===== config.mk =====
export PLATFORM = sky130hd
export DESIGN_NAME = vga_native_arbiter
export DESIGN_NICKNAME = d
export VERILOG_FILES = /design/src/rtl/vga_native_arbiter.sv
export SDC_FILE = /design/constraint.sdc
export NUM_CORES = 1
export LEC_CHECK = 0
export CAP_MARGIN = 30
export CELL_PAD_IN_SITES_DETAIL_PLACEMENT = 1
export CELL_PAD_IN_SITES_GLOBAL_PLACEMENT = 1
export CORE_ASPECT_RATIO = 1.75
export CORE_MARGIN = 10
export CORE_UTILIZATION = 26
export CTS_CLUSTER_SIZE = 20
export DETAILED_ROUTE_END_ITERATION = 6
export PLACE_DENSITY_LB_ADDON = 0.1
export SKIP_CTS_REPAIR_TIMING = 1
export SLEW_MARGIN = 40
export SYNTH_ARGS = -nofsm -noshare
export SYNTH_HDL_FRONTEND = slang
export SYNTH_SLANG_ARGS = --single-unit

===== constraint.sdc =====
create_clock -name clk_i -period 1.2 [get_ports clk_i]
set_input_delay 0.24 -clock clk_i [delete_from_list [all_inputs] [get_ports clk_i]]
set_output_delay 0.24 -clock clk_i [all_outputs]
set_load 0.1 [all_outputs]

===== src/rtl/vga_native_arbiter.sv =====
// vga_native_arbiter: shares one single-port, synchronous-read memory between
// the CPU bridge (port 0) and the pixel fetch engine (port 1). Port 1 may take
// up to MAX_BURST consecutive grants while port 0 waits. Each accepted access
// runs through a fixed 3-stage pipeline, and a tagged response returns to the
// port that issued it.
module vga_native_arbiter #(
  parameter int ADDR_W    = 12,
  parameter int DATA_W    = 32,
  parameter int MAX_BURST = 4
) (
  input  logic                               clk_i,
  input  logic                               arst_ni,

  input  logic                               req0_valid_i,
  output logic                               req0_ready_o,
  input  logic                               req0_we_i,
  input  logic [ADDR_W-1:0]                  req0_addr_i,
  input  logic [DATA_W-1:0]                  req0_wdata_i,
  output logic                               rsp0_valid_o,
  output logic [DATA_W-1:0]                  rsp0_rdata_o,

  input  logic                               req1_valid_i,
  output logic                               req1_ready_o,
  input  logic                               req1_we_i,
  input  logic [ADDR_W-1:0]                  req1_addr_i,
  input  logic [DATA_W-1:0]                  req1_wdata_i,
  output logic                               rsp1_valid_o,
  output logic [DATA_W-1:0]                  rsp1_rdata_o,

  output logic                               mem_en_o,
  output logic                               mem_we_o,
  output logic [ADDR_W-1:0]                  mem_addr_o,
  output logic [DATA_W-1:0]                  mem_wdata_o,
  input  logic [DATA_W-1:0]                  mem_rdata_i,

  output logic [$clog2(MAX_BURST+1)-1:0]     grant_cnt_o
);

  localparam int                CNT_W   = $clog2(MAX_BURST + 1);
  localparam logic [CNT_W-1:0]  CNT_MAX = CNT_W'(MAX_BURST);

  // Burst counter increment that saturates at MAX_BURST instead of wrapping.
  function automatic logic [CNT_W-1:0] sat_inc(input logic [CNT_W-1:0] c);
    logic [CNT_W-1:0] r;
    if (c >= CNT_MAX) r = CNT_MAX;
    else              r = c + 1'b1;
    return r;
  endfunction

  // A write acknowledgement carries zero data. A read returns the memory word.
  function automatic logic [DATA_W-1:0] resp_data(input logic            we,
                                                  input logic [DATA_W-1:0] rdata);
    logic [DATA_W-1:0] r;
    if (we) r = '0;
    else    r = rdata;
    return r;
  endfunction

  // Arbitration state
  logic [CNT_W-1:0]  cnt_q, cnt_d;

  // Stage 1: memory command plus response tag
  logic              vld_p1_q,   vld_p1_d;
  logic              we_p1_q,    we_p1_d;
  logic              port_p1_q,  port_p1_d;
  logic [ADDR_W-1:0] addr_p1_q,  addr_p1_d;
  logic [DATA_W-1:0] wdata_p1_q, wdata_p1_d;

  // Stage 2: the tag waits here while the memory produces its read data
  logic              vld_p2_q,   vld_p2_d;
  logic              we_p2_q,    we_p2_d;
  logic              port_p2_q,  port_p2_d;

  // Stage 3: registered responses
  logic              rsp0_vld_p3_q,   rsp0_vld_p3_d;
  logic              rsp1_vld_p3_q,   rsp1_vld_p3_d;
  logic [DATA_W-1:0] rsp0_rdata_p3_q, rsp0_rdata_p3_d;
  logic [DATA_W-1:0] rsp1_rdata_p3_q, rsp1_rdata_p3_d;

  logic              gnt0, gnt1;
  logic              sel_we;
  logic [ADDR_W-1:0] sel_addr;
  logic [DATA_W-1:0] sel_wdata;

  // Grant: a lone requester wins. Under contention, port 1 wins until its burst
  // budget is used up. No grant is issued while reset is asserted.
  always_comb begin
    gnt0 = 1'b0;
    gnt1 = 1'b0;
    if (arst_ni) begin
      if (req0_valid_i && req1_valid_i) begin
        if (cnt_q < CNT_MAX) gnt1 = 1'b1;
        else                 gnt0 = 1'b1;
      end else begin
        gnt0 = req0_valid_i;
        gnt1 = req1_valid_i;
      end
    end
  end

  // Request mux: selects the granted port's command fields.
  always_comb begin
    sel_we    = req0_we_i;
    sel_addr  = req0_addr_i;
    sel_wdata = req0_wdata_i;
    if (gnt1) begin
      sel_we    = req1_we_i;
      sel_addr  = req1_addr_i;
      sel_wdata = req1_wdata_i;
    end
  end

  // Next state for the burst counter and all three pipeline stages.
  always_comb begin
    // burst counter: port 0 clears it, port 1 counts up to saturation
    cnt_d = cnt_q;
    if (gnt0)      cnt_d = '0;
    else if (gnt1) cnt_d = sat_inc(cnt_q);

    // ---- stage 1: issue the accepted request to memory ----
    vld_p1_d   = gnt0 | gnt1;
    we_p1_d    = 1'b0;
    port_p1_d  = gnt1;
    addr_p1_d  = addr_p1_q;
    wdata_p1_d = wdata_p1_q;
    if (gnt0 | gnt1) begin
      we_p1_d    = sel_we;
      addr_p1_d  = sel_addr;
      wdata_p1_d = sel_wdata;
    end

    // ---- stage 2: align tag with memory read latency ----
    vld_p2_d  = vld_p1_q;
    we_p2_d   = we_p1_q;
    port_p2_d = port_p1_q;

    // ---- stage 3: capture read data and route to the tagged port ----
    rsp0_vld_p3_d   = vld_p2_q & ~port_p2_q;
    rsp1_vld_p3_d   = vld_p2_q &  port_p2_q;
    rsp0_rdata_p3_d = rsp0_rdata_p3_q;
    rsp1_rdata_p3_d = rsp1_rdata_p3_q;
    if (vld_p2_q && !port_p2_q) rsp0_rdata_p3_d = resp_data(we_p2_q, mem_rdata_i);
    if (vld_p2_q &&  port_p2_q) rsp1_rdata_p3_d = resp_data(we_p2_q, mem_rdata_i);
  end

  // State registers. Reset drops every in-flight access and clears the outputs.
  always_ff @(posedge clk_i) begin
    if (!arst_ni) begin
      cnt_q           <= '0;
      vld_p1_q        <= 1'b0;
      we_p1_q         <= 1'b0;
      port_p1_q       <= 1'b0;
      addr_p1_q       <= '0;
      wdata_p1_q      <= '0;
      vld_p2_q        <= 1'b0;
      we_p2_q         <= 1'b0;
      port_p2_q       <= 1'b0;
      rsp0_vld_p3_q   <= 1'b0;
      rsp1_vld_p3_q   <= 1'b0;
      rsp0_rdata_p3_q <= '0;
      rsp1_rdata_p3_q <= '0;
    end else begin
      cnt_q           <= cnt_d;
      vld_p1_q        <= vld_p1_d;
      we_p1_q         <= we_p1_d;
      port_p1_q       <= port_p1_d;
      addr_p1_q       <= addr_p1_d;
      wdata_p1_q      <= wdata_p1_d;
      vld_p2_q        <= vld_p2_d;
      we_p2_q         <= we_p2_d;
      port_p2_q       <= port_p2_d;
      rsp0_vld_p3_q   <= rsp0_vld_p3_d;
      rsp1_vld_p3_q   <= rsp1_vld_p3_d;
      rsp0_rdata_p3_q <= rsp0_rdata_p3_d;
      rsp1_rdata_p3_q <= rsp1_rdata_p3_d;
    end
  end

  assign req0_ready_o = gnt0;
  assign req1_ready_o = gnt1;
  assign mem_en_o     = vld_p1_q;
  assign mem_we_o     = we_p1_q;
  assign mem_addr_o   = addr_p1_q;
  assign mem_wdata_o  = wdata_p1_q;
  assign rsp0_valid_o = rsp0_vld_p3_q;
  assign rsp1_valid_o = rsp1_vld_p3_q;
  assign rsp0_rdata_o = rsp0_rdata_p3_q;
  assign rsp1_rdata_o = rsp1_rdata_p3_q;
  assign grant_cnt_o  = cnt_q;

endmodule


-- After elaboration in Yosys (flattened, before gate mapping)
Cells that the tools add are included.
- input bits: 126
- logic and storage cells: 38
- output and inout bits: 117
- bits in registers: 119
- bitwise operators: 5
- magnitude comparators: 2
- add/sub/neg operators: 1
- reductions and logical operators: 6
- muxes and demuxes: 11
- operators with widths (operator ; number):
    32-bit two-way mux ; 2
    12-bit two-way mux ; 1
    1-bit two-way mux ; 7
    3-bit by 1-bit adder with 3-bit output, second input constant ; 1
    3-bit greater-or-equal comparator, second input constant ; 1
    1-bit logical AND ; 3
    3-bit less-than comparator, second input constant ; 1
    3-bit two-way mux ; 1
    1-bit bitwise AND ; 2
    1-bit NOT ; 2
    2-bit AND reduction ; 1
    2-bit OR reduction ; 1
    1-bit logical NOT ; 1
    1-bit OR ; 1

-- Depth between registers and ports, before layout
- depth after elaboration: 6
- mapped depth: 5
- gate-level depth less buffers: 4

-- Least setup slack after synthesis
No wires, ideal clock.
- path kind: register -> register
- start point: register cnt_q[2] (netlist: grant_cnt_o[2])
- end point: register we_p1_q (netlist: mem_we_o)
- clock period less this slack: 2975 ps
- data arrival time: 2908 ps
- stages on the path, launching flop included: 4
- setup slack: -1775 ps
- buffers on the path: 0
- required time: 1133 ps
- setup time: 67 ps
- cells stage by stage: dfxtp_1 and2b_1 nor2_1 a22o_1
- cells in the longest elaborated chain, start to end: 6
- elaborated cells between the ends (all ways): 10
- those cells by class: order compare: 1; mux: 7; bitwise: 1; reduce/logical: 1
- RTL lines (element ; RTL line ; source):
    from (decl) ; 60 ; logic [CNT_W-1:0] cnt_q, cnt_d;
    from (signal assigned) ; 163 ; cnt_q <= cnt_d;
    3-bit less-than comparator ; 92 ; if (cnt_q < CNT_MAX) gnt1 = 1'b1;
    1-bit two-way mux ; 92 ;
    1-bit two-way mux ; 91 ; if (req0_valid_i && req1_valid_i) begin
    1-bit two-way mux ; 90 ; if (arst_ni) begin
    named net req0_ready_o ; 15 ; output logic req0_ready_o,
    1-bit OR ; 126 ; if (gnt0 | gnt1) begin
    2-bit AND reduction (no line) ; -- ;
    to (signal assigned) ; 165 ; we_p1_q <= we_p1_d;
    to (decl) ; 64 ; logic we_p1_q, we_p1_d;
The timed path passes the listed nets, and every way through them passes these cells.
A chain may end at the register's enable or synchronous reset.

-- Final worst setup path
- start point: register cnt_q[2] (netlist: grant_cnt_o[2])
- end point: output port req0_ready_o
- cells in the longest elaborated chain, start to end: 4
- RTL lines (element ; RTL line):
    3-bit less-than comparator ; 92
    1-bit two-way mux ; 92
    1-bit two-way mux ; 91
    1-bit two-way mux ; 90
    to (decl) ; 15
No other way between the ends.

==> flow_summary_export.csv <==
group,metric,value,unit
status,status,"finished with violations",
status,violations,"negative setup slack",
die,core-area,19700,um2
synthesis,ys_ff_latch,119,
die,die_h,206,um
timing,tightest_slew,819,ps
synthesis,synth_most_common_cell,"nand2_1",
setup_path,worstPathRequired,960,ps
finish,num-fill-cells,2046,
setup_path,worst_path_max_delay_cell,"dfxtp_4",
finish,multiInputGateArea,2900,um2
clock_network,insertion_delay,410,ps
detailed_routing,antenna_left,0,
clock_network,cts_made_buffers,17,
clock_network,clock_sinks,119,
placed_design,dp_cells,1070,
power,seqPwrFrac,0.335,
placed_design,portBuffers,242,
timing,drv_slew,0,
timing,holdWs,292,ps
synthesis,netlist_top_cells_area,"dfxtp_1, nand2_1, a21boi_0",
global_route,antenna_found_initial,0,
timing,hold_violations,0,
timing,max_freq,0.620,GHz
synthesis,syn_inst,612,
synthesis,synth_edf_count,0,
finish,ff_latch_area,2560,um2
power,p_switching,0.00424,W
power,vdd_drop_max,0.996,mV
detailed_routing,drt-pass1-iter-count,4,
power,combinationalPowerShare,0.286,
power,p_leak,3.86,nW
global_route,grt_usage,0.167,
power,clkPwrFrac,0.379,
synthesis,synth_top_area_cell,"dfxtp_1",
detailed_routing,routed_wl,24.2,mm
timing,period_share,1.35,
global_route,grt_overflow_total,0,
synthesis,synth-main-ff-cell,"dfxtp_1",
finish,nNetsFinal,991,
detailed_routing,drcViolationCount,0,
synthesis,synth_area,5160,um2
timing,fin_crit,1610,ps
die,pin_count,243,
setup_path,crit_family,"flip-flops",
setup_path,end_kind,"output pin",
setup_path,path_buf_inv,1,
timing,finalSetupViolations,26,
die,dieArea,26100,um2
setup_path,crit_type,"reg2out",
clock_network,cts_tree,"built",
finish,fin_util,0.542,
setup_path,start_kind,"flip-flop",
detailed_routing,avgViaCountPerCell,4.99,
clock_network,clockRootBuffer,"clkbuf_16",
synthesis,synth_top_area_share,0.461,
timing,rsz0062_at_grt,"yes",
power,swShare,0.321,
synthesis,ys_seq_area_frac,0.461,
setup_path,crit_path_max_fanout,6,
worst_hold_path,min_path_type,"in2reg",
die,rows,68,
synthesis,synthArstFlopShare,0,
synthesis,syn_avg_cell_area,8.44,um2
power,p_per_area,1240,nW/um2
synthesis,synth_common_cells,"nand2_1, dfxtp_1, a21boi_0",
setup_path,cp_cell_sequence,"and2b_1 > nor2_4 > buf_12",
setup_path,critPathMaxStageDelay,400,ps
finish,drive_above_1_share,0.426,
clock_network,htree_levels,4,
setup_path,critPathArrivalTime,1370,ps
clock_network,clk_pin_slew,50,ps
timing,skew,5.49,ps
placed_design,gp_congestion,0.808,
synthesis,ys_types,28,
finish,syn2layout_area_growth,106,%
flow_run,maxCapViolCount,0,
global_route,grt_pass1_wl,34.4,mm
synthesis,yosys_warnings,0,
power,p_int,0.00897,W
clock_network,cts.path.max_buffers,2,
detailed_routing,vias,5587,
placed_design,post-place-ws,-588,ps
die,die_x,127,um
detailed_routing,post_drt_wl_per_cell,21.7,um
timing,slew_headroom,0.454,
global_route,grt_max_degree,89,
timing,setup_ws,-414,ps
synthesis,syn_nets,740,
power,p_total,0.0132,W
die,start_util,0.263,
finish,stdcell_count,1120,
global_route,grt_pass1_vias,6125,
detailed_routing,drt_iter0_markers,248,
placed_design,dp_hpwl,16.8,mm
cells in the final DEF (no fill, tap or decap), types with 4 or more instances in the layout:
cell             synthesis  final
o2111ai_2                0     34
a21boi_0                64     60
and2_1                   5      4
o311ai_1                40     38
dfxtp_2                  0    101
dfxtp_4                  0     15
nor2b_2                  0      5
clkbuf_8                 0      4
buf_12                   0    133
clkbuf_1                30      6
nand2_1                219    218
clkdlybuf4s50_1          0    122
nor2b_1                 37     32
o2111ai_4                0      8
clkbuf_16                0     23
buf_4                    3     27
a21boi_1                 0      4
o311ai_2                 0      6
metal layers:
layer	vias to the layer above	share of wire	track usage
met2	180	0.57	0.311
met4	0	0.034	0.0808
li1	2641	-	-
met5	-	0	0
met3	40	0.066	0.0647
met1	2726	0.33	0.153
registers in the layout, indices dropped and copies added, names as in the netlist:
name,count
mem_we_o,1
port_p1_q,1
mem_wdata_o,32
rsp0_valid_o,1
mem_addr_o,12
grant_cnt_o,3
rsp1_valid_o,1
mem_en_o,1
vld_p2_q,1
port_p2_q,1
we_p2_q,1
rsp0_rdata_o,32
rsp1_rdata_o,32
cells by family (layout without fill, tap and decap cells):
logic type	after synthesis	in the layout	synth area share
adder cells (fa/ha/maj)	2	2	0.00484
multiplexers	1	1	0.00194
buffers and inverters	65	327	0.0606
AO/OA/AOI/OAI	157	157	0.250
AND/OR/NAND/NOR	268	268	0.221
other	0	1	0
flip-flops	119	119	0.461
final timing paths:
check                  from               to  slack, ps  cells past startpoint
max          grant_cnt_o[2]     req0_ready_o       -410                      3
min                 arst_ni        port_p1_q        290                      4
max reg2reg  grant_cnt_o[2]  mem_wdata_o[12]        -70                      5
min reg2reg       port_p1_q        port_p2_q        440                      1
per-stage QoR:
| stage | instance area (um2) | setup TNS (ps) |
|---|---|---|
| CTS | 9870 | -8780 |
| floorplan | 5290 | -3440 |
| finish | 10700 | -1340 |
| detailed placement | 9300 | -28840 |
| global route | 10700 | -5930 |
| global placement | 9300 | -23780 |
worst register-to-register path: stages, from the launching register on:
cell       delay [ps]
dfxtp_4           400
buf_4             150
inv_6              50
clkbuf_16         190
o2111ai_4         200
o311ai_2          140
power groups by stage:
| stage | sequential [W] | clock, W | combinational [W] |
|---|---|---|---|
| floorplan | 0.00582 | 0 | 0.000580 |
| global placement | 0.00448 | 0 | 0.00358 |
| detailed placement | 0.00449 | 0 | 0.00362 |
| CTS | 0.00441 | 0.00513 | 0.00363 |
| global route | 0.00445 | 0.00530 | 0.00393 |
| finish | 0.00442 | 0.00501 | 0.00378 |
layout make-up:
cell class                      count  area share
Antenna cell                        1    0.000235
Clock buffer                       27      0.0472
Clock inverter                      3     0.00610
Inverter                            4     0.00188
Multi-Input combinational cell    428       0.272
Sequential cell                   119       0.241
Tap cell                          245      0.0288
Timing Repair Buffer              293       0.403
(Power assumes the default switching activity.)
